## config.mk

```make
export PLATFORM = sky130hd
export DESIGN_NAME = ucsbece154b_push_arbiter
export DESIGN_NICKNAME = d
export VERILOG_FILES = /design/src/rtl/ucsbece154b_arb_pkg.sv /design/src/rtl/ucsbece154b_fifo.sv /design/src/rtl/ucsbece154b_push_arbiter.sv
export SDC_FILE = /design/constraint.sdc
export NUM_CORES = 1
export LEC_CHECK = 0
export CAP_MARGIN = 20
export CORE_ASPECT_RATIO = 0.9
export CORE_MARGIN = 3
export CORE_UTILIZATION = 45
export CTS_CLUSTER_SIZE = 40
export DETAILED_ROUTE_END_ITERATION = 12
export PLACE_DENSITY = 0.81
export SLEW_MARGIN = 10
export SYNTH_ARGS = -nofsm -noshare
export SYNTH_HDL_FRONTEND = slang
export SYNTH_SLANG_ARGS = --single-unit
```

## constraint.sdc

```tcl
create_clock -name clk -period 2.7 [get_ports clk]
set_clock_uncertainty 0.2 [all_clocks]
set_input_delay 0.54 -clock clk [delete_from_list [all_inputs] [get_ports clk]]
set_output_delay 0.54 -clock clk [all_outputs]
set_load 0.1 [all_outputs]
```

## src/rtl/ucsbece154b_arb_pkg.sv

```systemverilog
// Shared types for the push arbiter: FSM state encoding and the requester-id width helper.
package ucsbece154b_arb_pkg;

   typedef enum logic [0:0] {
      ARB    = 1'b0,
      LOCKED = 1'b1
   } arb_state_e;

   // A single requester still needs one id bit, so the width never drops below 1.
   function automatic int id_width(input int nr_req);
      return (nr_req > 2) ? $clog2(nr_req) : 1;
   endfunction

endpackage

```

## src/rtl/ucsbece154b_fifo.sv

```systemverilog
// Strict FIFO with registered storage; pushes are dropped when full, pops are ignored when empty.
// data_o reads as zero while the queue is empty.
module ucsbece154b_fifo #(
   parameter int DATA_WIDTH = 8,
   parameter int DEPTH      = 4
) (
   input  logic                  clk,
   input  logic                  rst,
   input  logic                  push_i,
   input  logic [DATA_WIDTH-1:0] data_i,
   input  logic                  pop_i,
   output logic [DATA_WIDTH-1:0] data_o,
   output logic                  valid_o,
   output logic                  full_o
);

   localparam int PW = (DEPTH > 1) ? $clog2(DEPTH) : 1;
   localparam int CW = $clog2(DEPTH + 1);

   logic [DATA_WIDTH-1:0] mem_q [DEPTH];
   logic [DATA_WIDTH-1:0] mem_d [DEPTH];
   logic [PW-1:0]         wr_ptr_q, wr_ptr_d;
   logic [PW-1:0]         rd_ptr_q, rd_ptr_d;
   logic [CW-1:0]         count_q, count_d;
   logic                  do_push, do_pop;

   function automatic logic [PW-1:0] next_ptr(input logic [PW-1:0] p);
      return (p == PW'(DEPTH - 1)) ? '0 : p + PW'(1);
   endfunction

   assign full_o  = (count_q == CW'(DEPTH));
   assign valid_o = (count_q != '0);
   assign do_push = push_i && !full_o;
   assign do_pop  = pop_i && valid_o;
   assign data_o  = valid_o ? mem_q[rd_ptr_q] : '0;

   always_comb begin
      mem_d    = mem_q;
      wr_ptr_d = wr_ptr_q;
      rd_ptr_d = rd_ptr_q;
      if (do_push) begin
         mem_d[wr_ptr_q] = data_i;
         wr_ptr_d        = next_ptr(wr_ptr_q);
      end
      if (do_pop) begin
         rd_ptr_d = next_ptr(rd_ptr_q);
      end
      count_d = count_q + CW'(do_push) - CW'(do_pop);
   end

   always_ff @(posedge clk) begin
      if (rst) begin
         wr_ptr_q <= '0;
         rd_ptr_q <= '0;
         count_q  <= '0;
      end else begin
         wr_ptr_q <= wr_ptr_d;
         rd_ptr_q <= rd_ptr_d;
         count_q  <= count_d;
      end
   end

   // Storage needs no reset: entries are only observable behind a valid count.
   always_ff @(posedge clk) begin
      mem_q <= mem_d;
   end

endmodule

```

## src/rtl/ucsbece154b_push_arbiter.sv

```systemverilog
// Round-robin push arbiter with packet locking, feeding a FIFO of {requester id, payload}.
// Handshake: a beat moves from requester k exactly in a cycle where req_i[k] && ready_o[k].
module ucsbece154b_push_arbiter
   import ucsbece154b_arb_pkg::*;
#(
   parameter int  DATA_WIDTH = 32,
   parameter int  NR_REQ     = 4,
   parameter int  NR_ENTRIES = 4,
   localparam int ID_W       = id_width(NR_REQ)
) (
   input  logic                         clk,
   input  logic                         rst,
   input  logic [NR_REQ-1:0]            req_i,
   input  logic [NR_REQ-1:0]            last_i,
   input  logic [NR_REQ*DATA_WIDTH-1:0] data_i,
   output logic [NR_REQ-1:0]            ready_o,
   output logic [DATA_WIDTH-1:0]        data_o,
   output logic [ID_W-1:0]              id_o,
   output logic                         valid_o,
   input  logic                         pop_i,
   output logic                         locked_o
);

   arb_state_e                   state_q, state_d;
   logic [ID_W-1:0]              owner_q, owner_d;
   logic [ID_W-1:0]              rr_ptr_q, rr_ptr_d;
   logic [ID_W-1:0]              grant_idx;
   logic                         grant_any;
   logic                         push;
   logic                         fifo_valid, fifo_full;
   logic [ID_W+DATA_WIDTH-1:0]   fifo_din, fifo_dout;

   // A full queue blocks every grant, even when the consumer pops in the same cycle.
   always_comb begin : rr_select
      ready_o   = '0;
      grant_idx = '0;
      grant_any = 1'b0;
      if (!rst && !fifo_full) begin
         if (state_q == LOCKED) begin
            if (req_i[owner_q]) begin
               grant_idx = owner_q;
               grant_any = 1'b1;
            end
         end else begin
            for (int i = 0; i < NR_REQ; i++) begin
               if (!grant_any && req_i[(int'(rr_ptr_q) + i) % NR_REQ]) begin
                  grant_idx = ID_W'((int'(rr_ptr_q) + i) % NR_REQ);
                  grant_any = 1'b1;
               end
            end
         end
         if (grant_any) begin
            ready_o[grant_idx] = 1'b1;
         end
      end
   end

   assign push     = |(req_i & ready_o);
   assign fifo_din = {grant_idx, data_i[int'(grant_idx)*DATA_WIDTH +: DATA_WIDTH]};

   always_comb begin
      state_d  = state_q;
      owner_d  = owner_q;
      rr_ptr_d = rr_ptr_q;
      if (push) begin
         rr_ptr_d = (grant_idx == ID_W'(NR_REQ - 1)) ? '0 : grant_idx + ID_W'(1);
         if (state_q == ARB && !last_i[grant_idx]) begin
            state_d = LOCKED;
            owner_d = grant_idx;
         end else if (state_q == LOCKED && last_i[grant_idx]) begin
            state_d = ARB;
         end
      end
   end

   always_ff @(posedge clk) begin
      if (rst) begin
         state_q  <= ARB;
         owner_q  <= '0;
         rr_ptr_q <= '0;
      end else begin
         state_q  <= state_d;
         owner_q  <= owner_d;
         rr_ptr_q <= rr_ptr_d;
      end
   end

   ucsbece154b_fifo #(
      .DATA_WIDTH (DATA_WIDTH + ID_W),
      .DEPTH      (NR_ENTRIES)
   ) u_fifo (
      .clk     (clk),
      .rst     (rst),
      .push_i  (push),
      .data_i  (fifo_din),
      .pop_i   (pop_i),
      .data_o  (fifo_dout),
      .valid_o (fifo_valid),
      .full_o  (fifo_full)
   );

   assign valid_o  = fifo_valid && !rst;
   assign data_o   = valid_o ? fifo_dout[DATA_WIDTH-1:0] : '0;
   assign id_o     = valid_o ? fifo_dout[DATA_WIDTH +: ID_W] : '0;
   assign locked_o = (state_q == LOCKED) && !rst;

endmodule

```

### Yosys cells after proc, flatten, opt, wreduce, memory -nomap -nowiden

Cells that the tools add are included.

| operators by class | value |
|---|---|
| add/subtract/negate cells | 8 |
| order comparisons | 11 |
| equal/unequal tests | 4 |
| shift-type cells | 1 |
| multiplexer cells | 54 |
| bitwise gates (word level) | 7 |
| reduce and logical (&&, ||, !) cells | 26 |

Operator list:

| operator | number |
|---|---|
| $bwmux 136 | 1 |
| $mux 34 | 4 |
| $shiftx 128x8->32 | 1 |
| $bmux 34 s2 | 1 |
| $demux 34 s2 | 1 |
| $mux 32 | 1 |
| $mux 1 | 25 |
| $mux 2 | 12 |
| $bmux 1 s2 | 6 |
| $logic_and 1x1->1 | 12 |
| $lt 2x3->1 const B | 4 |
| $lt 3x4->1 const B | 3 |
| $add 2x1->2 const B | 4 |
| $mux 4 | 2 |
| $eq 2x2->1 const B | 3 |
| $ge 3x3->1 const B | 2 |
| $logic_not 1->1 | 6 |
| $not 2->3 | 2 |
| $reduce_or 2->1 | 3 |
| $add 2x2->2 const B | 2 |
| $and 4x4->4 | 1 |
| $reduce_and 2->1 | 2 |
| $reduce_or 4->1 | 1 |
| $add 3x1->3 | 1 |
| other kinds (9) | 11 |

| word-level totals | value |
|---|---|
| bits in registers | 148 |
| input port bits | 139 |
| output and inout bits | 40 |

### Longest topological paths before layout

Gate-level depths: netlist of the first run.

| depth | value |
|---|---|
| depth in word-level cells | 31 |
| gate-level depth with buffers | 10 |
| depth with buffers taken out | 10 |

### By module

From an unflattened synthesis of the first run, not the netlist that was laid out.

| second synthesis, totals | value |
|---|---|
| cells, all modules | 590 |
| area total of the unflattened synthesis | 7573.5 um2 |

By module, submodules not included:

| module | instances | cells an instance | area an instance (um2) |
|---|---|---|---|
| ucsbece154b_fifo | 1 | 264 | 5599.1 |
| ucsbece154b_push_arbiter | 1 | 326 | 1974.4 |

### Worst setup path after synthesis of the first run

OpenSTA, ideal clock, no wires.

| path | value |
|---|---|
| kind | input to output |
| start point | input req_i[2] |
| end point | output ready_o[2] |
| data arrival time | 3.455 ns |
| data required time | 1.960 ns |
| setup slack | -1.495 ns |
| stages on the path | 6 |
| buffers on the path | 2 |
| cells stage by stage | nor2b_1 a311oi_2 o31a_2 buf_6 buf_6 nor3_1 |

| between the ends | value |
|---|---|
| word-level cells in the longest chain between the ends | 26 |
| elaborated cells on any way between the ends | 46 |

Ends and longest elaborated chain:

| item | line | text |
|---|---|---|
| from (decl) | ucsbece154b_push_arbiter.sv:13 | `input logic [NR_REQ-1:0] req_i,` |
| $bmux 1 s2 | ucsbece154b_push_arbiter.sv:46 | `if (!grant_any && req_i[(int'(rr_ptr_q) + i) % NR_REQ]) begin` |
| $mux 1 (not written as such) | ucsbece154b_push_arbiter.sv:46 |  |
| $mux 1 | ucsbece154b_push_arbiter.sv:46 |  |
| $mux 1 | ucsbece154b_push_arbiter.sv:39 | `if (state_q == LOCKED) begin` |
| $mux 1 | ucsbece154b_push_arbiter.sv:38 | `if (!rst && !fifo_full) begin` |
| $logic_not 1->1 | ucsbece154b_push_arbiter.sv:46 |  |
| $logic_and 1x1->1 | ucsbece154b_push_arbiter.sv:46 |  |
| $mux 1 | ucsbece154b_push_arbiter.sv:46 |  |
| [... 10 more ...] | - |  |
| $mux 2 | ucsbece154b_push_arbiter.sv:39 |  |
| $mux 2 | ucsbece154b_push_arbiter.sv:38 |  |
| $lt 2x3->1 (not written as such) or $ge 2x1->1 (tied branches) | ucsbece154b_push_arbiter.sv:53 | `ready_o[grant_idx] = 1'b1;` |
| $logic_and 1x1->1 (not written as such) | ucsbece154b_push_arbiter.sv:53 |  |
| $mux 1 (not written as such) | ucsbece154b_push_arbiter.sv:53 |  |
| $demux 1 s2 | ucsbece154b_push_arbiter.sv:53 |  |
| $mux 4 (*) | ucsbece154b_push_arbiter.sv:52 | `if (grant_any) begin` |
| $mux 4 (*) | ucsbece154b_push_arbiter.sv:38 |  |
| to (decl) | ucsbece154b_push_arbiter.sv:16 | `output logic [NR_REQ-1:0] ready_o,` |

Every way passes the cells marked *; elsewhere a longest branch is shown, timed or not. The select of a mux whose other input is x is not followed.

### Final worst setup path of the first run

| path | value |
|---|---|
| start point | register rr_ptr_q[1] |
| end point | output ready_o[1] |

| between the ends | value |
|---|---|
| word-level cells in the longest chain between the ends | 26 |
| elaborated cells on any way between the ends | 45 |

Ends and longest elaborated chain:

| item | line | text |
|---|---|---|
| from (decl) | ucsbece154b_push_arbiter.sv:26 | `logic [ID_W-1:0] rr_ptr_q, rr_ptr_d;` |
| from (signal assigned) | ucsbece154b_push_arbiter.sv:84 | `rr_ptr_q <= rr_ptr_d;` |
| $bmux 1 s2 | ucsbece154b_push_arbiter.sv:46 |  |
| $mux 1 (not written as such) | ucsbece154b_push_arbiter.sv:46 |  |
| $mux 1 | ucsbece154b_push_arbiter.sv:46 |  |
| $mux 1 | ucsbece154b_push_arbiter.sv:39 |  |
| $mux 1 | ucsbece154b_push_arbiter.sv:38 |  |
| $logic_not 1->1 | ucsbece154b_push_arbiter.sv:46 |  |
| $logic_and 1x1->1 | ucsbece154b_push_arbiter.sv:46 |  |
| $mux 1 | ucsbece154b_push_arbiter.sv:46 |  |
| [... 10 more ...] | - |  |
| $mux 2 | ucsbece154b_push_arbiter.sv:39 |  |
| $mux 2 | ucsbece154b_push_arbiter.sv:38 |  |
| $lt 2x3->1 (not written as such) or $ge 2x1->1 (tied branches) | ucsbece154b_push_arbiter.sv:53 |  |
| $logic_and 1x1->1 (not written as such) | ucsbece154b_push_arbiter.sv:53 |  |
| $mux 1 (not written as such) | ucsbece154b_push_arbiter.sv:53 |  |
| $demux 1 s2 | ucsbece154b_push_arbiter.sv:53 |  |
| $mux 4 (*) | ucsbece154b_push_arbiter.sv:52 |  |
| $mux 4 (*) | ucsbece154b_push_arbiter.sv:38 |  |

Marked as above.

==> results of run 1 <==
Yosys cell counts (3+ instances only):
master | instances | share of area
edfxtp_1 | 136 | 0.58
nand2_1 | 70 | 0.037
o21ai_0 | 38 | 0.027
nor2b_1 | 36 | 0.032
mux4_2 | 35 | 0.11
a31oi_1 | 34 | 0.030
a32oi_1 | 32 | 0.040
clkbuf_1 | 20 | 0.011
buf_2 | 13 | 0.0092
dfxtp_1 | 12 | 0.034
nor2_1 | 12 | 0.0064
inv_1 | 9 | 0.0048
ha_1 | 8 | 0.014
a21oi_1 | 7 | 0.0050
and2_1 | 7 | 0.0062
nor3_1 | 4 | 0.0028
buf_1 | 3 | 0.0016
buf_4 | 3 | 0.0032
worst max-delay path: cells and delay by family (launching register included):
| family | cells | cell delay, ns |
|---|---|---|
| flip-flops | 1 | 0.39 |
| multiplexers | 1 | 0.25 |
| buffers and inverters | 2 | 0.35 |
| AND/OR/NAND/NOR | 1 | 0.17 |
| AO/OA/AOI/OAI | 2 | 0.47 |
worst paths after layout:
path,start,endpoint,cells past startpoint
setup / recovery,rr_ptr_q[1],ready_o[1],6
hold / removal,u_fifo.wr_ptr_q[1],u_fifo.wr_ptr_q[1],2
setup reg to reg,rr_ptr_q[1],state_q,10
hold reg to reg,u_fifo.wr_ptr_q[1],u_fifo.wr_ptr_q[1],2
layout make-up:
class | instances | share of cell area
Clock buffer | 17 | 0.03894
Timing Repair Buffer | 240 | 0.2629
Multi-Input combinational cell | 310 | 0.2560
Clock inverter | 15 | 0.01878
Tap cell | 198 | 0.02268
Inverter | 10 | 0.003436
Sequential cell | 148 | 0.3973
metal layers:
layer  routed length (microns)  global-route usage  vias to the layer above
met5                         0                   0                        -
met4                       475             0.08019                        0
met3                      1584             0.06785                       34
met2                     10210              0.4010                      240
met1                      7644              0.2735                     2683
li1                          -                   -                     2444
logic make-up (layout without fill, tap and decap cells):
family,after synthesis,in the layout,synth area share
buffers and inverters,51,282,0.03325
DFF,148,148,0.6146
and+or+nand+nor,138,138,0.09479
muxes,40,40,0.1197
xor gates and xnor gates,2,2,0.002490
AOI/OAI and AO/OA,121,121,0.1181
adders and majority gates,9,9,0.01707
power by group through the flow:
stage	Sequential [mW]	Clock [mW]	Combinational (mW)
floorplan	3.24	0	3.27
global placement	3.26	0	4.99
detailed placement	3.30	0	5.13
CTS	3.27	2.51	5.29
global route	3.32	2.61	5.68
finish	3.29	2.48	5.38
sequential cells by signal, summed over array words and instances, names as in the netlist:
register	count
u_fifo.wr_ptr_q	2
u_fifo.rd_ptr_q	2
u_fifo.count_q	3
u_fifo.mem_q	136
rr_ptr_q	2
state_q	1
owner_q	2
per-stage QoR:
stage / power (mW) / util / std cells
after floorplan: 6.507 / - / 509
after global routing: 11.60 / 0.7269 / 938
final: 11.14 / 0.7269 / 938
after CTS: 11.07 / 0.7195 / 936
after global placement: 8.254 / 0.6677 / 896
after detailed placement: 8.424 / 0.6677 / 896
repair_timing:
item,CTS,global route
cloned,1,1
resized for setup,31,18
setup endpoints to repair,102,40
pin swaps,3,8
setup buffers,7,1
==> impl_metrics.csv, run 1 <==
group,metric,value,unit
power_and_ir_drop,clkPwrFrac,0.223,
cells_and_area,syn_to_final_growth,55.27,%
timing,max_slew_margin,0.6990,
yosys,async_flop_share,0,
detailed_routing,routedWlPerCell,21.23,microns
critical_path,path_cells,"mux2i_4 -> o221ai_4 -> a211oi_4 -> buf_4 -> and2_4 -> buf_12",
yosys,ys_warn_count,0,
detailed_routing,drtAntennaViolNets,0,
detailed_routing,vias_per_cell,5.758,
yosys,ys_types,42,
cells_and_area,design_area,10920,sq um
timing,grt_setup_unrepaired,"true",
critical_path,start_kind,"register",
floorplan,die_w,137.8,microns
cts,clockBufferDepth,2,
outcome,violations,"setup timing",
detailed_routing,drt_pass1_iterations,5,
power_and_ir_drop,swShare,0.3756,
floorplan,dieArea,17170,sq um
critical_path,cp.arrival,2.06,ns
cts,clkTransAtPathRegs,0.06,ns
timing,fmax,0.3572,GHz
timing,drv_slew,0,
timing,hold_ws,0.3595,ns
yosys,synth_fp_nets,657,
global_route,grt_pass1_vias,5765,
placement,dpl-instance-area,10040,sq um
cts,clock-sinks,148,
yosys,synth_area_per_cell,13.82,sq um
timing,finalCriticalPeriod,2.800,ns
global_route,grt_start_max_net_pins,48,
cells_and_area,multiInputGateArea,2796,sq um
power_and_ir_drop,ir_drop,0.0007200,V
yosys,ys_seq_elements,148,
detailed_routing,initialDrtViolationCount,377,
placement,dp_slack,-0.6956,ns
cts,cts_buffers,17,
placement,hpwl,13470,microns
min_path,hold_path_class,"reg2reg",
critical_path,path_class,"reg2out",
outcome,outcome,"finished with violations",
global_route,grt_use_total,0.2318,
cells_and_area,most-common-layout-cells,"edfxtp_1 (136), clkdlybuf4s50_1 (133), nand2_1 (68)",
global_route,grt_overflow,0,
critical_path,cp_max_fo,5,
critical_path,critPathMaxStageDelay,0.39,ns
power_and_ir_drop,p_comb_frac,0.482,
detailed_routing,dr_total_vias,5401,
timing,worst_slew_pin_slew,0.4515,ns
yosys,synth_edf_count,136,
floorplan,rows,42,
cells_and_area,antenna_cells,0,
floorplan,initial_core_util,0.4681,
power_and_ir_drop,p_seq_frac,0.295,
timing,setup_ws,-0.09992,ns
cts,cts_tree,"done",
timing,setup_viol,5,
cells_and_area,nNetsFinal,875,
critical_path,endpoint_kind,"output port",
power_and_ir_drop,p_switching,4.186,mW
timing,finalHoldViolations,0,
yosys,yosysSeqAreaShare,0.6146,
critical_path,worstPathRequired,1.96,ns
yosys,postSynthCellCount,509,
floorplan,ios,179,
cts,htree_levels,4,
floorplan,core_area,15030,sq um
cells_and_area,drive_gt1_frac,0.3270,
global_route,grt_pass1_wl,30240,microns
power_and_ir_drop,p_leak,3.834,nW
flow_run,maxCapViolCount,0,
yosys,synth_area,7035,sq um
cts,root_buffer,"clkbuf_16",
detailed_routing,routed_wl,19910,microns
critical_path,slowest_stage,"dfxtp_4",
cts,insertion_delay,0.42,ns
yosys,yosys_most_used_dff,"edfxtp_1",
cells_and_area,seqCellArea,4340,sq um
placement,io_buffers,178,
global_route,antenna_found_initial,0,
cells_and_area,layout_commonest_cell,"edfxtp_1",
cells_and_area,fill_cells,879,
power_and_ir_drop,power.internal,6.959,mW
critical_path,rrSetupSlack,-0.07,ns
placement,place_congestion,0.9487,
timing,tns,-0.3639,ns
timing,min_period_over_period,1.037,
detailed_routing,drc,0,
power_and_ir_drop,powerDensity,1020,nW/um^2
floorplan,die_h,124.6,microns
cts,cts_hold_buf,0,
Power figures use the tool's default switching activity.
==> run 2: changes to the inputs <==
ABC_AREA = 0   (was unset)
HOLD_SLACK_MARGIN = 0.1   (was unset)
==> results of run 2 <==
Final layout, timing and power as in run 1 (identical DEF).
==> run 3: changes to the inputs <==
CORE_MARGIN = 2   (was 3)
CORE_UTILIZATION = 40   (was 45)
GPL_TIMING_DRIVEN = 0   (was unset)
PLACE_DENSITY = 0.74   (was 0.81)
==> run 3 against run 2 <==
Against the previous run:
- the run still ends with setup timing left
- global-route usage grew 2.0 points
- utilization shrank 8.7 points
- first-iteration DRC count grew 63%
- setup slack lost 0.10 ns
- hold slack gained 0.0027 ns
- via count grew 7.6%
- critical path depth grew 2
- non-clock buffer count grew 12
- combinational power grew 4.8%
- fmax shrank 3.5%
- power shrank 0.34%
==> impl_metrics.csv, run 3 (synthesis results as in run 1) <==
group,metric,value,unit
outcome,outcome,"finished with violations",
outcome,violations,"setup timing",
global_route,grt_pass1_vias,5999,
cts,cts_buffers,17,
detailed_routing,initialDrtViolationCount,615,
floorplan,die_h,129.8,microns
global_route,grt_start_max_net_pins,26,
timing,worst_slew_pin_slew,0.6011,ns
critical_path,worstPathRequired,1.96,ns
floorplan,die_w,143.8,microns
critical_path,cp-startpoint,"rr_ptr_q[1]",
global_route,grt_overflow,0,
critical_path,cp.arrival,2.16,ns
cts,clkTransAtPathRegs,0.06,ns
timing,max_slew_margin,0.5993,
min_path,worstHoldStart,"rst",
power_and_ir_drop,ir_drop,0.0006861,V
flow_run,maxCapViolCount,0,
floorplan,dieArea,18670,sq um
timing,finalCriticalPeriod,2.901,ns
floorplan,rows,45,
placement,hpwl,15200,microns
timing,grt_setup_unrepaired,"true",
timing,min_period_over_period,1.074,
min_path,hold_path_class,"in2reg",
cells_and_area,reg_top3,"u_fifo.mem_q: 136 flops, u_fifo.count_q: 3 flops",
placement,io_buffers,178,
critical_path,start_kind,"register",
timing,drv_slew,0,
detailed_routing,dr_total_vias,5810,
critical_path,reg2reg_from,"owner_q[0]",
placement,place_congestion,0.8567,
cts,clock-sinks,148,
cells_and_area,syn_to_final_growth,55.18,%
global_route,grt_pass1_wl,33800,microns
cells_and_area,fill_cells,1207,
detailed_routing,drtAntennaViolNets,0,
cells_and_area,finalNonFillerCells,988,
cts,root_buffer,"clkbuf_16",
timing,setup_viol,11,
critical_path,path_class,"reg2out",
critical_path,endpoint_kind,"output port",
placement,dpl-instance-area,9403,sq um
critical_path,cp_max_fo,5,
cells_and_area,most-common-layout-cells,"edfxtp_1 (136), clkdlybuf4s50_1 (133), nand2_1 (68)",
cells_and_area,nNetsFinal,887,
detailed_routing,drt_pass1_iterations,5,
floorplan,ios,179,
timing,fmax,0.3447,GHz
cells_and_area,design_area,10920,sq um
cts,htree_levels,4,
cts,cts_tree,"done",
detailed_routing,vias_per_cell,5.881,
timing,setup_ws,-0.2010,ns
power_and_ir_drop,powerDensity,1017,nW/um^2
placement,dp_slack,-1.787,ns
cts,insertion_delay,0.42,ns
floorplan,initial_core_util,0.4124,
cells_and_area,drive_gt1_frac,0.3457,
cts,clockBufferDepth,2,
timing,finalHoldViolations,0,
detailed_routing,drc,0,
detailed_routing,routed_wl,24020,microns
power_and_ir_drop,p_leak,3.837,nW
timing,tns,-0.6774,ns
cells_and_area,largest_register,"u_fifo.mem_q",
cells_and_area,largest_reg_flops,136,
global_route,grt_use_total,0.2516,
detailed_routing,routedWlPerCell,24.31,microns
placement,dp_cells,927,
cells_and_area,layout_commonest_cell,"edfxtp_1",
floorplan,core_area,17060,sq um
global_route,antenna_found_initial,1,
## run 3: cell count changes in the layout (fill, tap and decap cells not counted), sizes merged
cell      previous run  this run
clkinv               9         8
bufinv               4         0
bufbuf               1         0
buf                101        92
diode                0         1
clkinvlp             0         1
clkbuf              19        45
## run 3: timing repair
| item | CTS | global route |
|---|---|---|
| pin swaps | 10 | 4 |
| buffers inserted | 22 | 3 |
| hold buffers | 0 | 0 |
| resized for setup | 400 | 69 |
| cloned | 1 | 3 |
| endpoints found under the setup margin | 285 | 158 |
## run 3: path summary, 6_finish.rpt
path	slack [ns]	cells past startpoint	to
min	0.36	2	u_fifo.count_q[0]
min reg2reg	0.38	2	u_fifo.wr_ptr_q[1]
max	-0.20	8	ready_o[2]
max reg2reg	-0.06	10	u_fifo.count_q[2]
## run 3: power breakdown
group	switching [mW]	internal (mW)	leakage [nW]
logic	3.39	2.26	2.21
registers	0.169	3.12	1.35
clock network	0.919	1.25	0.275
## run 3: area by class of cell
class                   count  area [sq um]  share of cell area
diodes                      1         2.502           0.0002292
plain buffers              41         372.9             0.03415
clock buffers              21         470.5             0.04309
clock inverters            11         78.83            0.007220
inverters                  10         40.04            0.003667
multi-input cells         310          2925              0.2679
flip-flops and latches    148          4350              0.3985
well taps                 235         294.0             0.02693
repair buffers            211          2384              0.2183
## run 3: stage by stage
stage	utilization	hold WS, ns	total power, mW
detailed placement	0.5512	0.3319	7.867
finish	0.6400	0.3622	11.11
global route	0.6400	0.3765	11.48
floorplan	-	0.2867	6.507
CTS	0.6212	0.3114	10.66
global placement	0.5459	0.3016	7.691
## run 3: worst max-delay path, cell delays in order, from the launching register on
cell and delay, ns:
dfxtp_4 0.42, buf_4 0.14, buf_4 0.11, a21oi_4 0.04, o31a_4 0.36, buf_8 0.13, buf_12 0.12, nor3_4 0.18
buf_12 0.21
## run 3: per-layer routing
layer | global-route usage | vias up | wire length, microns
met1 | 0.3139 | 2878 | 9050
met2 | 0.4188 | 387 | 11910
met4 | 0.1061 | 0 | 768
met3 | 0.06679 | 73 | 2289
met5 | 0 | - | 0
li1 | - | 2472 | -
